===== src/rtl/noc_link_tx_pkg.sv =====
// rtl/noc_link_tx_pkg.sv - shared NoC sizing constants and link status encoding
package noc_link_tx_pkg;

  localparam int PAYLOAD_SIZE = 6;
  localparam int ADDR_BITS    = 2;
  localparam int FIFO_LOG2    = 2;
  localparam int FIFO_DEPTH   = 1 << FIFO_LOG2;

  typedef enum logic [1:0] {
    ST_IDLE    = 2'd0,
    ST_SEND    = 2'd1,
    ST_STARVED = 2'd2
  } link_state_e;

  // A sending cycle wins over a blocked one; everything else reads as idle.
  function automatic link_state_e link_status(input logic send, input logic blocked);
    if (send)
      return ST_SEND;
    else if (blocked)
      return ST_STARVED;
    else
      return ST_IDLE;
  endfunction

endpackage


===== src/rtl/noc_link_tx_if.sv =====
// rtl/noc_link_tx_if.sv - local FIFO read side plus inter-router link wires
interface noc_link_tx_if #(
  parameter int FLIT_W = 8
);

  logic              fifo_empty;
  logic [FLIT_W-1:0] fifo_item;
  logic              fifo_read;
  logic              link_valid;
  logic [FLIT_W-1:0] link_flit;
  logic              credit_in;

  modport master (
    input  fifo_empty, fifo_item, credit_in,
    output fifo_read, link_valid, link_flit
  );

  modport slave (
    output fifo_empty, fifo_item, credit_in,
    input  fifo_read, link_valid, link_flit
  );

endinterface


===== src/rtl/noc_link_tx_credit_counter.sv =====
// rtl/noc_link_tx_credit_counter.sv - saturating credit counter with sticky overflow flag
module noc_link_tx_credit_counter #(
  parameter int CREDITS = 3,
  parameter int CRED_W  = $clog2(CREDITS + 1)
) (
  input  logic              clk,
  input  logic              rst_n,
  input  logic              dec_i,
  input  logic              inc_i,
  output logic [CRED_W-1:0] count_o,
  output logic              err_o
);

  logic [CRED_W-1:0] count_q, count_d;
  logic              err_q;
  logic              overflow;

  // Simultaneous consume and return cancel; a return at full count is dropped and flagged.
  always_comb begin
    count_d  = count_q;
    overflow = 1'b0;
    if (inc_i && !dec_i) begin
      if (count_q == CRED_W'(CREDITS))
        overflow = 1'b1;
      else
        count_d = count_q + 1'b1;
    end else if (dec_i && !inc_i) begin
      count_d = count_q - 1'b1;
    end
  end

  always_ff @(posedge clk or negedge rst_n) begin
    if (!rst_n) begin
      count_q <= CRED_W'(CREDITS);
      err_q   <= 1'b0;
    end else begin
      count_q <= count_d;
      if (overflow)
        err_q <= 1'b1;
    end
  end

  assign count_o = count_q;
  assign err_o   = err_q;

endmodule


===== src/rtl/noc_link_tx.sv =====
// rtl/noc_link_tx.sv - credit-based link transmitter draining a local FIFO onto a router link
module noc_link_tx
  import noc_link_tx_pkg::*;
#(
  parameter int FLIT_W  = PAYLOAD_SIZE + ADDR_BITS,
  parameter int CREDITS = FIFO_DEPTH - 1,
  parameter int CRED_W  = $clog2(CREDITS + 1)
) (
  input  logic              clk,
  input  logic              reset,
  input  logic              enable,
  noc_link_tx_if.master     link,
  output logic [CRED_W-1:0] credits,
  output logic [1:0]        state,
  output logic              credit_err
);

  logic              send;
  logic              blocked;
  logic              have_credit;
  logic              valid_q;
  logic [FLIT_W-1:0] flit_q;
  link_state_e       state_q;

  // Pops only with a registered credit in hand, so credit_in never reaches an output combinationally.
  assign have_credit = (credits != '0);
  assign send        = reset && enable && !link.fifo_empty && have_credit;
  assign blocked     = reset && enable && !link.fifo_empty && !have_credit;

  noc_link_tx_credit_counter #(
    .CREDITS (CREDITS),
    .CRED_W  (CRED_W)
  ) u_credit_counter (
    .clk     (clk),
    .rst_n   (reset),
    .dec_i   (send),
    .inc_i   (link.credit_in),
    .count_o (credits),
    .err_o   (credit_err)
  );

  always_ff @(posedge clk or negedge reset) begin
    if (!reset) begin
      valid_q <= 1'b0;
      flit_q  <= '0;
      state_q <= ST_IDLE;
    end else begin
      valid_q <= send;
      if (send)
        flit_q <= link.fifo_item;
      state_q <= link_status(send, blocked);
    end
  end

  assign link.fifo_read  = send;
  assign link.link_valid = valid_q;
  assign link.link_flit  = flit_q;
  assign state           = state_q;

endmodule


===== src/flat_wrapper.sv =====
// flat-port wrapper written by rule: the top's interface ports become plain ports
module noc_link_tx_flat import noc_link_tx_pkg::*;
#(
  parameter int FLIT_W  = PAYLOAD_SIZE + ADDR_BITS,
  parameter int CREDITS = FIFO_DEPTH - 1,
  parameter int CRED_W  = $clog2(CREDITS + 1)
)
  (clk, reset, enable, credits, state, credit_err, link_fifo_empty, link_fifo_item, link_credit_in, link_fifo_read, link_link_valid, link_link_flit);
  noc_link_tx_if #(.FLIT_W(FLIT_W)) link_i ();
  input  logic clk;
  input  logic reset;
  input  logic enable;
  output logic [CRED_W-1:0] credits;
  output logic [1:0] state;
  output logic credit_err;
  input wire logic [$bits(link_i.fifo_empty)-1:0] link_fifo_empty;
  input wire logic [$bits(link_i.fifo_item)-1:0] link_fifo_item;
  input wire logic [$bits(link_i.credit_in)-1:0] link_credit_in;
  output wire logic [$bits(link_i.fifo_read)-1:0] link_fifo_read;
  output wire logic [$bits(link_i.link_valid)-1:0] link_link_valid;
  output wire logic [$bits(link_i.link_flit)-1:0] link_link_flit;
  assign link_i.fifo_empty = link_fifo_empty;
  assign link_i.fifo_item = link_fifo_item;
  assign link_i.credit_in = link_credit_in;
  assign link_fifo_read = link_i.fifo_read;
  assign link_link_valid = link_i.link_valid;
  assign link_link_flit = link_i.link_flit;
  noc_link_tx #(.FLIT_W(FLIT_W), .CREDITS(CREDITS), .CRED_W(CRED_W)) u_core (.clk(clk), .reset(reset), .enable(enable), .link(link_i), .credits(credits), .state(state), .credit_err(credit_err));
endmodule

===== config.mk =====
export PLATFORM = sky130hd
export DESIGN_NAME = noc_link_tx_flat
export DESIGN_NICKNAME = d
export VERILOG_FILES = /design/src/rtl/noc_link_tx_pkg.sv /design/src/rtl/noc_link_tx_if.sv /design/src/rtl/noc_link_tx_credit_counter.sv /design/src/rtl/noc_link_tx.sv /design/src/flat_wrapper.sv
export SDC_FILE = /design/constraint.sdc
export NUM_CORES = 1
export LEC_CHECK = 0
export CORE_AREA = 2 2 39 41
export CTS_CLUSTER_SIZE = 24
export DETAILED_ROUTE_END_ITERATION = 10
export DIE_AREA = 0 0 41 43
export DONT_BUFFER_PORTS = 1
export RECOVER_POWER = 25
export SLEW_MARGIN = 15
export SYNTH_ARGS = -nofsm -noshare
export SYNTH_HDL_FRONTEND = slang
export SYNTH_SLANG_ARGS = --single-unit

===== constraint.sdc =====
create_clock -name clk -period 3.3 [get_ports clk]
set_clock_uncertainty 0.2 [all_clocks]
set_input_delay 0.33 -clock clk [delete_from_list [all_inputs] [get_ports clk]]
set_output_delay 0.33 -clock clk [all_outputs]
set_load 0.005 [all_outputs]

==> flow_summary.html, run 1 <==
<table>
<tr><th>Metric</th><th>Value</th></tr>
<tr><th colspan="2">Layout</th></tr>
<tr><td>Fraction of layout cells with a size suffix above 1</td><td>0.367</td></tr>
<tr><td>Sequential standard cell area</td><td>328 µm²</td></tr>
<tr><td>Inserted Diodes</td><td>0</td></tr>
<tr><td>Fill cell count</td><td>134</td></tr>
<tr><td>Area of the multi-input gates</td><td>209 µm²</td></tr>
<tr><td>Post-layout nets</td><td>63</td></tr>
<tr><td>Synthesis-to-layout area growth</td><td>21.7%</td></tr>
<tr><th colspan="2">Worst setup path</th></tr>
<tr><td>Element type at the critical path start</td><td>flip-flop</td></tr>
<tr><td>Data required time of the worst path</td><td>2.77 ns</td></tr>
<tr><td>WP data arrival</td><td>1.43 ns</td></tr>
<tr><td>Worst setup EP type</td><td>output port</td></tr>
<tr><td>Top fanout value on the critical path</td><td>10</td></tr>
<tr><td>Crit Path Class</td><td>reg -&gt; out</td></tr>
<tr><th colspan="2">Logic synthesis</th></tr>
<tr><td>Top cells by area in the synthesized netlist</td><td>dfrtp_1 50%, mux2_2 18%, dfstp_2 9.6%, nand3b_4 3.7%, nor3_1 2.7%</td></tr>
<tr><td>Post-synthesis async set-or-reset flop share</td><td>1.00</td></tr>
<tr><td>Average instance area after synthesis</td><td>14.4 µm²</td></tr>
<tr><td>Area share of the largest cell type after synthesis</td><td>0.502</td></tr>
<tr><td>Largest area contributor in the synthesized netlist</td><td>dfrtp_1</td></tr>
<tr><td>Most common library cells after synthesis</td><td>11 x dfrtp_1, 9 x mux2_2, 3 x nor3_1</td></tr>
<tr><td>Summed instance area of the synthesized netlist</td><td>548 µm²</td></tr>
<tr><td>Cell with the most instances after synthesis</td><td>dfrtp_1</td></tr>
<tr><td>Sequential share of the synthesized area</td><td>0.598</td></tr>
<tr><td>Warning count from the yosys run</td><td>0</td></tr>
<tr><td>Primary flip-flop cell chosen by synthesis mapping</td><td>dfrtp_1</td></tr>
<tr><td>Number of enable flip-flop cells after synthesis</td><td>0</td></tr>
<tr><td>Cell count after synthesis</td><td>38</td></tr>
<tr><td>Post-synth cell types</td><td>15</td></tr>
<tr><td>Register bit total from synthesis</td><td>13</td></tr>
<tr><td>Post-synthesis net count</td><td>51</td></tr>
<tr><th colspan="2">CTS</th></tr>
<tr><td>Clock network latency to the later pin of the worst-skew pair</td><td>0.27 ns</td></tr>
<tr><td>Root Driver</td><td>clkbuf_4</td></tr>
<tr><td>CTS H-Tree Depth</td><td>1</td></tr>
<tr><td>Total CTS buffers</td><td>3</td></tr>
<tr><td>Clock input transition at the sequential cells of the worst setup and hold paths</td><td>0.07 ns</td></tr>
<tr><td>Number of resized instances in the post-cts repair step</td><td>0</td></tr>
<tr><td>Hold buffer count at CTS</td><td>2</td></tr>
<tr><td>Number of clock sinks seen by CTS</td><td>13</td></tr>
<tr><td>Setup bufs post-CTS</td><td>0</td></tr>
<tr><td>CTS tree</td><td>built</td></tr>
<tr><td>Max clock buf depth</td><td>2</td></tr>
<tr><th colspan="2">STA</th></tr>
<tr><td>Number of endpoints with negative hold slack in the final report</td><td>0</td></tr>
<tr><td>RSZ-0062 raised after global routing</td><td>false</td></tr>
<tr><td>Hold Slack</td><td>0.0177 ns</td></tr>
<tr><td>Aggregate negative setup slack</td><td>0 ns</td></tr>
<tr><td>Number of pins with negative max-slew slack in the final report</td><td>0</td></tr>
<tr><td>Setup-failing EPs final</td><td>0</td></tr>
<tr><td>Tightest Pin Transition</td><td>0.563 ns</td></tr>
<tr><td>Fraction of the cycle the final worst path needs</td><td>0.595</td></tr>
<tr><td>Maximum clock rate</td><td>509 MHz</td></tr>
<tr><td>Min cycle time layout</td><td>1.96 ns</td></tr>
<tr><td>Worst max-slew margin expressed relative to the limit</td><td>0.623</td></tr>
<tr><th colspan="2">Hold path</th></tr>
<tr><td>Class of the tightest hold or removal check</td><td>in -&gt; reg</td></tr>
<tr><th colspan="2">Power and ir drop</th></tr>
<tr><td>Sum of internal, switching and leakage power</td><td>0.000332 W</td></tr>
<tr><td>Static leakage</td><td>0.289 nW</td></tr>
<tr><td>Power density of the placed cells</td><td>497 nW/µm²</td></tr>
<tr><td>VDD IR-drop max</td><td>0.216 mV</td></tr>
<tr><th colspan="2">Status</th></tr>
<tr><td>Outcome</td><td>finished, final reports clean</td></tr>
<tr><th colspan="2">Flow run</th></tr>
<tr><td>Max-cap viol count</td><td>0</td></tr>
<tr><th colspan="2">Floorplan</th></tr>
<tr><td>Die Y-Extent</td><td>43 µm</td></tr>
<tr><td>Width of the die</td><td>41 µm</td></tr>
<tr><td>Number of rows in the core area</td><td>14</td></tr>
<tr><td>Boundary pin count</td><td>28</td></tr>
<tr><td>Die footprint</td><td>1760 µm²</td></tr>
<tr><td>Area inside the core boundary</td><td>1380 µm²</td></tr>
<tr><td>Initial cell density of the core</td><td>0.396</td></tr>
<tr><th colspan="2">Drt</th></tr>
<tr><td>Count of unresolved DRC violations after routing</td><td>0</td></tr>
<tr><td>DR vias</td><td>346</td></tr>
<tr><td>DRC marker count from the first detailed-route iteration</td><td>3</td></tr>
<tr><td>Per-cell routed wire length</td><td>17.0 µm</td></tr>
<tr><td>Total detailed-routing wirelength</td><td>1100 µm</td></tr>
<tr><td>Number of nets still failing antenna checks after routing</td><td>0</td></tr>
<tr><td>Vias per std cell</td><td>5.32</td></tr>
<tr><td>Number of detailed-route iterations in the first pass</td><td>2</td></tr>
<tr><th colspan="2">GRT</th></tr>
<tr><td>Vias in the first global route</td><td>354</td></tr>
<tr><td>Global Route Usage Sum</td><td>0.140</td></tr>
<tr><td>Wire length of the first global-routing pass</td><td>1560 µm</td></tr>
<tr><td>Largest net degree at the start of global routing</td><td>14</td></tr>
<tr><td>Total congestion overflow</td><td>0</td></tr>
<tr><td>Number of antenna violations at the first check in global routing</td><td>0</td></tr>
<tr><th colspan="2">Placed design</th></tr>
<tr><td>IO Port Bufs</td><td>0</td></tr>
<tr><td>Total half-perimeter wirelength after legalization and detailed placement</td><td>799 µm</td></tr>
<tr><td>Global placer's final weighted congestion</td><td>0.579</td></tr>
</table>
## metal layers
metal / GRT usage / wire (µm) / vias to the layer above
met5: 0 / 0 / -
met2: 0.231 / 574 / 21
met1: 0.132 / 405 / 168
met4: 0.0800 / 0 / 0
met3: 0.0628 / 124 / 0
li1: - / - / 157
## path summary, 6_finish.rpt
check                                                   startpoint                            endpoint  slack [ns]  depth (start not counted)
worst max-delay path            u_core.u_credit_counter.count_o[0]                      link_fifo_read        1.34                          2
worst min-delay path                             link_fifo_item[5]            u_core.link.link_flit[5]        0.02                          1
worst max register to register  u_core.u_credit_counter.count_o[0]            u_core.link.link_flit[4]        1.42                          3
worst min register to register       u_core.u_credit_counter.err_o       u_core.u_credit_counter.err_o        0.31                          1
max in group asynchronous                                    reset  u_core.u_credit_counter.count_o[0]        2.24                          1
min in group asynchronous                                    reset            u_core.link.link_flit[0]        0.29                          1
## logic make-up after synthesis
family,share of synthesized area
compound gates,0.0479
buf+inv,0.0205
flops,0.598
mux,0.185
simple gates,0.148
## worst max-delay path, stage by stage (launching register included)
cell and delay [ns]:
dfstp_1 0.68, nor2_1 0.08, nor2_2 0.40
## flip-flops by register name, summed over array words and instances, names as in the netlist
signal,flops
u_core.u_credit_counter.count_o,2
u_core.u_credit_counter.err_o,1
u_core.link.link_flit,8
u_core.state,2
## through the flow
step | setup WS [ns] | util | instance area, µm² | std cells
6_report | 1.34 | 0.482 | 667 | 65
5_1_grt | 1.19 | 0.482 | 667 | 65
4_1_cts | 1.37 | 0.439 | 607 | 59
3_5_place_dp | 1.49 | 0.405 | 561 | 53
3_3_place_gp | 1.55 | 0.405 | 561 | 53
2_1_floorplan | 1.67 | - | 548 | 38
## cell type report
type                            count  share of cell area
Clock buffer                        4              0.0394
Timing Repair Buffer                8               0.120
Multi-Input combinational cell     23               0.313
Inverter                            1             0.00563
Tap cell                           16              0.0300
Sequential cell                    13               0.492
## placed cells by master (no fill, tap or decap)
| master | instances |
|---|---|
| dfrtp_1 | 11 |
| and4b_2 | 1 |
| clkbuf_4 | 3 |
| nor4_2 | 1 |
| nor2_2 | 1 |
| dfstp_2 | 1 |
| inv_1 | 1 |
| a41o_2 | 1 |
| nor3_1 | 3 |
| o21ai_0 | 2 |
| clkbuf_1 | 1 |
| nand3b_4 | 1 |
| and3b_1 | 1 |
| a21oi_1 | 1 |
| dlygate4sd3_1 | 8 |
| nor2_1 | 2 |
| mux2_2 | 9 |
| dfstp_1 | 1 |
## power breakdown
part	leakage (nW)	internal [W]	switching [W]
Clock	0.0150	0.0000467	0.0000484
Sequential	0.151	0.000181	0.0000176
Combinational	0.123	0.0000248	0.0000134
Note: power is estimated with default switching activity, not from simulation.
==> inputs of run 2 (changes only) <==
- clock period: 3.3 -> 1.8 ns (I/O delays scaled with it)
==> run 2 against run 1 <==
  * Die area stayed put
  * Combinational power increased by 110%
  * Flip-flop and latch count unchanged
  * Via count up 7.5%
  * Highest routed layer is now met4
  * Total power rose by 85%
  * Non-clock buffer count rose by 6
  * Sequential share of layout area fell by 3.9 points
  * Final cell count rose by 9.2%
==> flow_summary.html, run 2 (synthesis gave the netlist of run 1 again) <==
<table>
<tr><th>Metric</th><th>Value</th></tr>
<tr><th colspan="2">GRT</th></tr>
<tr><td>Wire length of the first global-routing pass</td><td>1740 µm</td></tr>
<tr><td>Number of antenna violations at the first check in global routing</td><td>0</td></tr>
<tr><td>Total congestion overflow</td><td>0</td></tr>
<tr><td>Vias in the first global route</td><td>382</td></tr>
<tr><td>Largest net degree at the start of global routing</td><td>14</td></tr>
<tr><td>Global Route Usage Sum</td><td>0.155</td></tr>
<tr><th colspan="2">Floorplan</th></tr>
<tr><td>Initial cell density of the core</td><td>0.396</td></tr>
<tr><td>Die footprint</td><td>1760 µm²</td></tr>
<tr><td>Number of rows in the core area</td><td>14</td></tr>
<tr><td>Die Y-Extent</td><td>43 µm</td></tr>
<tr><td>Boundary pin count</td><td>28</td></tr>
<tr><td>Area inside the core boundary</td><td>1380 µm²</td></tr>
<tr><td>Width of the die</td><td>41 µm</td></tr>
<tr><th colspan="2">Worst setup path</th></tr>
<tr><td>Slowest cell on the critical path</td><td>dlygate4sd3_1</td></tr>
<tr><td>WP data arrival</td><td>1.68 ns</td></tr>
<tr><td>Top fanout value on the critical path</td><td>8</td></tr>
<tr><td>Critical register-to-register path startpoint</td><td>u_core.u_credit_counter.count_o[1]</td></tr>
<tr><td>Data required time of the worst path</td><td>1.79 ns</td></tr>
<tr><td>Combined buffer and inverter count along the critical path</td><td>2</td></tr>
<tr><td>Slowest Stage Delay on Critical Path</td><td>0.57 ns</td></tr>
<tr><td>Ordered list of cells on the worst path</td><td>dlygate4sd3_1 -&gt; nand3b_4 -&gt; o21ai_0 -&gt; dlygate4sd3_1 -&gt; o21ai_0</td></tr>
<tr><td>Element type at the critical path start</td><td>input pin</td></tr>
<tr><td>CP Launch Point</td><td>enable</td></tr>
<tr><td>Crit Path Class</td><td>in -&gt; reg</td></tr>
<tr><td>R2r setup slk</td><td>0.15 ns</td></tr>
<tr><td>Worst setup EP type</td><td>flip-flop</td></tr>
<tr><td>Worst R2R Path Depth</td><td>3</td></tr>
<tr><td>Category of cells accounting for the largest share of critical-path delay</td><td>buffers and inverters</td></tr>
<tr><td>Reg-to-reg endpoint</td><td>u_core.u_credit_counter.count_o[1]</td></tr>
<tr><td>Cell count along the critical path</td><td>5</td></tr>
<tr><th colspan="2">Drt</th></tr>
<tr><td>Per-cell routed wire length</td><td>15.1 µm</td></tr>
<tr><td>Number of nets still failing antenna checks after routing</td><td>0</td></tr>
<tr><td>Total detailed-routing wirelength</td><td>1080 µm</td></tr>
<tr><td>Count of unresolved DRC violations after routing</td><td>0</td></tr>
<tr><td>Vias per std cell</td><td>5.24</td></tr>
<tr><td>DRC marker count from the first detailed-route iteration</td><td>5</td></tr>
<tr><td>Number of detailed-route iterations in the first pass</td><td>2</td></tr>
<tr><td>DR vias</td><td>372</td></tr>
<tr><th colspan="2">Layout</th></tr>
<tr><td>Post-layout nets</td><td>69</td></tr>
<tr><td>Area of the multi-input gates</td><td>209 µm²</td></tr>
<tr><td>Max FFs per register</td><td>8</td></tr>
<tr><td>Sequential standard cell area</td><td>328 µm²</td></tr>
<tr><td>Most common cell after layout, fill and taps aside</td><td>dlygate4sd3_1</td></tr>
<tr><td>Fill cell count</td><td>125</td></tr>
<tr><td>Inserted Diodes</td><td>0</td></tr>
<tr><td>Fraction of layout cells with a size suffix above 1</td><td>0.364</td></tr>
<tr><td>Commonest non-fill, non-tap cells in the layout</td><td>13 x dlygate4sd3_1, 11 x dfrtp_1, 9 x mux2_2</td></tr>
<tr><td>Synthesis-to-layout area growth</td><td>32.2%</td></tr>
<tr><th colspan="2">STA</th></tr>
<tr><td>Number of pins with negative max-slew slack in the final report</td><td>0</td></tr>
<tr><td>Setup-failing EPs final</td><td>0</td></tr>
<tr><td>Maximum clock rate</td><td>591 MHz</td></tr>
<tr><td>Tightest Pin Transition</td><td>0.573 ns</td></tr>
<tr><td>Min cycle time layout</td><td>1.69 ns</td></tr>
<tr><td>Number of endpoints with negative hold slack in the final report</td><td>0</td></tr>
<tr><td>Hold Slack</td><td>0.0139 ns</td></tr>
<tr><td>RSZ-0062 raised after global routing</td><td>false</td></tr>
<tr><td>Worst max-slew margin expressed relative to the limit</td><td>0.617</td></tr>
<tr><td>Aggregate negative setup slack</td><td>0 ns</td></tr>
<tr><td>Fraction of the cycle the final worst path needs</td><td>0.940</td></tr>
<tr><th colspan="2">CTS</th></tr>
<tr><td>Setup bufs post-CTS</td><td>0</td></tr>
<tr><td>Clock network latency to the later pin of the worst-skew pair</td><td>0.26 ns</td></tr>
<tr><td>Max clock buf depth</td><td>2</td></tr>
<tr><td>CTS H-Tree Depth</td><td>1</td></tr>
<tr><td>Clock input transition at the sequential cells of the worst setup and hold paths</td><td>0.07 ns</td></tr>
<tr><td>Total CTS buffers</td><td>3</td></tr>
<tr><td>Number of clock sinks seen by CTS</td><td>13</td></tr>
<tr><td>CTS tree</td><td>built</td></tr>
<tr><td>Number of resized instances in the post-cts repair step</td><td>0</td></tr>
<tr><td>Root Driver</td><td>clkbuf_4</td></tr>
<tr><th colspan="2">Power and ir drop</th></tr>
<tr><td>Power density of the placed cells</td><td>849 nW/µm²</td></tr>
<tr><td>VDD IR-drop max</td><td>0.364 mV</td></tr>
<tr><td>Static leakage</td><td>0.316 nW</td></tr>
<tr><th colspan="2">Hold path</th></tr>
<tr><td>Worst Hold Endpoint</td><td>u_core.u_credit_counter.count_o[0]</td></tr>
<tr><td>Hold Path Stages</td><td>3</td></tr>
<tr><td>Class of the tightest hold or removal check</td><td>in -&gt; reg</td></tr>
<tr><td>Hold Path Origin</td><td>reset</td></tr>
<tr><th colspan="2">Placed design</th></tr>
<tr><td>Global placer's final weighted congestion</td><td>0.592</td></tr>
<tr><td>IO Port Bufs</td><td>0</td></tr>
<tr><th colspan="2">Flow run</th></tr>
<tr><td>Max-cap viol count</td><td>0</td></tr>
<tr><th colspan="2">Status</th></tr>
<tr><td>Outcome</td><td>finished, final reports clean</td></tr>
</table>
run 2: cell types whose count changed in the layout (fill, tap and decap cells not counted):
cell,previous run,this run
dfstp_1,1,0
dlygate4sd3_1,8,13
buf_4,0,1
dfstp_2,1,2
run 2: per-stage QoR:
step	total power, W	std cells	setup WS (ns)	cell area, µm²	utilization
final	0.000615	71	0.108	724	0.524
after detailed placement	0.000426	54	0.178	568	0.410
after CTS	0.000629	71	0.129	724	0.524
after global routing	0.000662	71	0.0550	724	0.524
after floorplan	0.000408	38	0.170	548	-
after global placement	0.000417	54	0.230	568	0.410
run 2: area by class of cell:
class / instances / share of cell area
timing repair buffer: 14 / 0.190
inverter: 1 / 0.00518
sequential: 13 / 0.453
clock buffer: 4 / 0.0363
multi-input combinational: 23 / 0.288
tap: 16 / 0.0276
run 2: what timing repair did:
action,CTS,global route
hold endpoints to repair,25,0
hold buffers,13,0
endpoints found under the setup margin,0,0
run 2: worst min-delay path, stage by stage:
cell	delay [ns]
nand3b_4	0.09
mux2_2	0.17
nor4_2	0.04
run 2: how the worst max path moves through the flow:
stage                                                     to
after floorplan                     u_core.link.link_flit[0]
after global placement              u_core.link.link_flit[7]
after detailed placement            u_core.link.link_flit[5]
after CTS                 u_core.u_credit_counter.count_o[1]
after global routing      u_core.u_credit_counter.count_o[1]
final                     u_core.u_credit_counter.count_o[1]
run 2: where the power goes:
| part | switching (W) | leakage [nW] | internal (W) | total, W |
|---|---|---|---|---|
| combinational | 0.0000276 | 0.149 | 0.0000530 | 0.0000806 |
| sequential | 0.0000317 | 0.152 | 0.000332 | 0.000364 |
| clock | 0.0000847 | 0.0150 | 0.0000856 | 0.000170 |
run 2: routing by layer:
layer	track usage	wire length, µm
met1	0.164	387
met4	0.0800	11
met5	0	0
met3	0.0838	115
met2	0.234	561
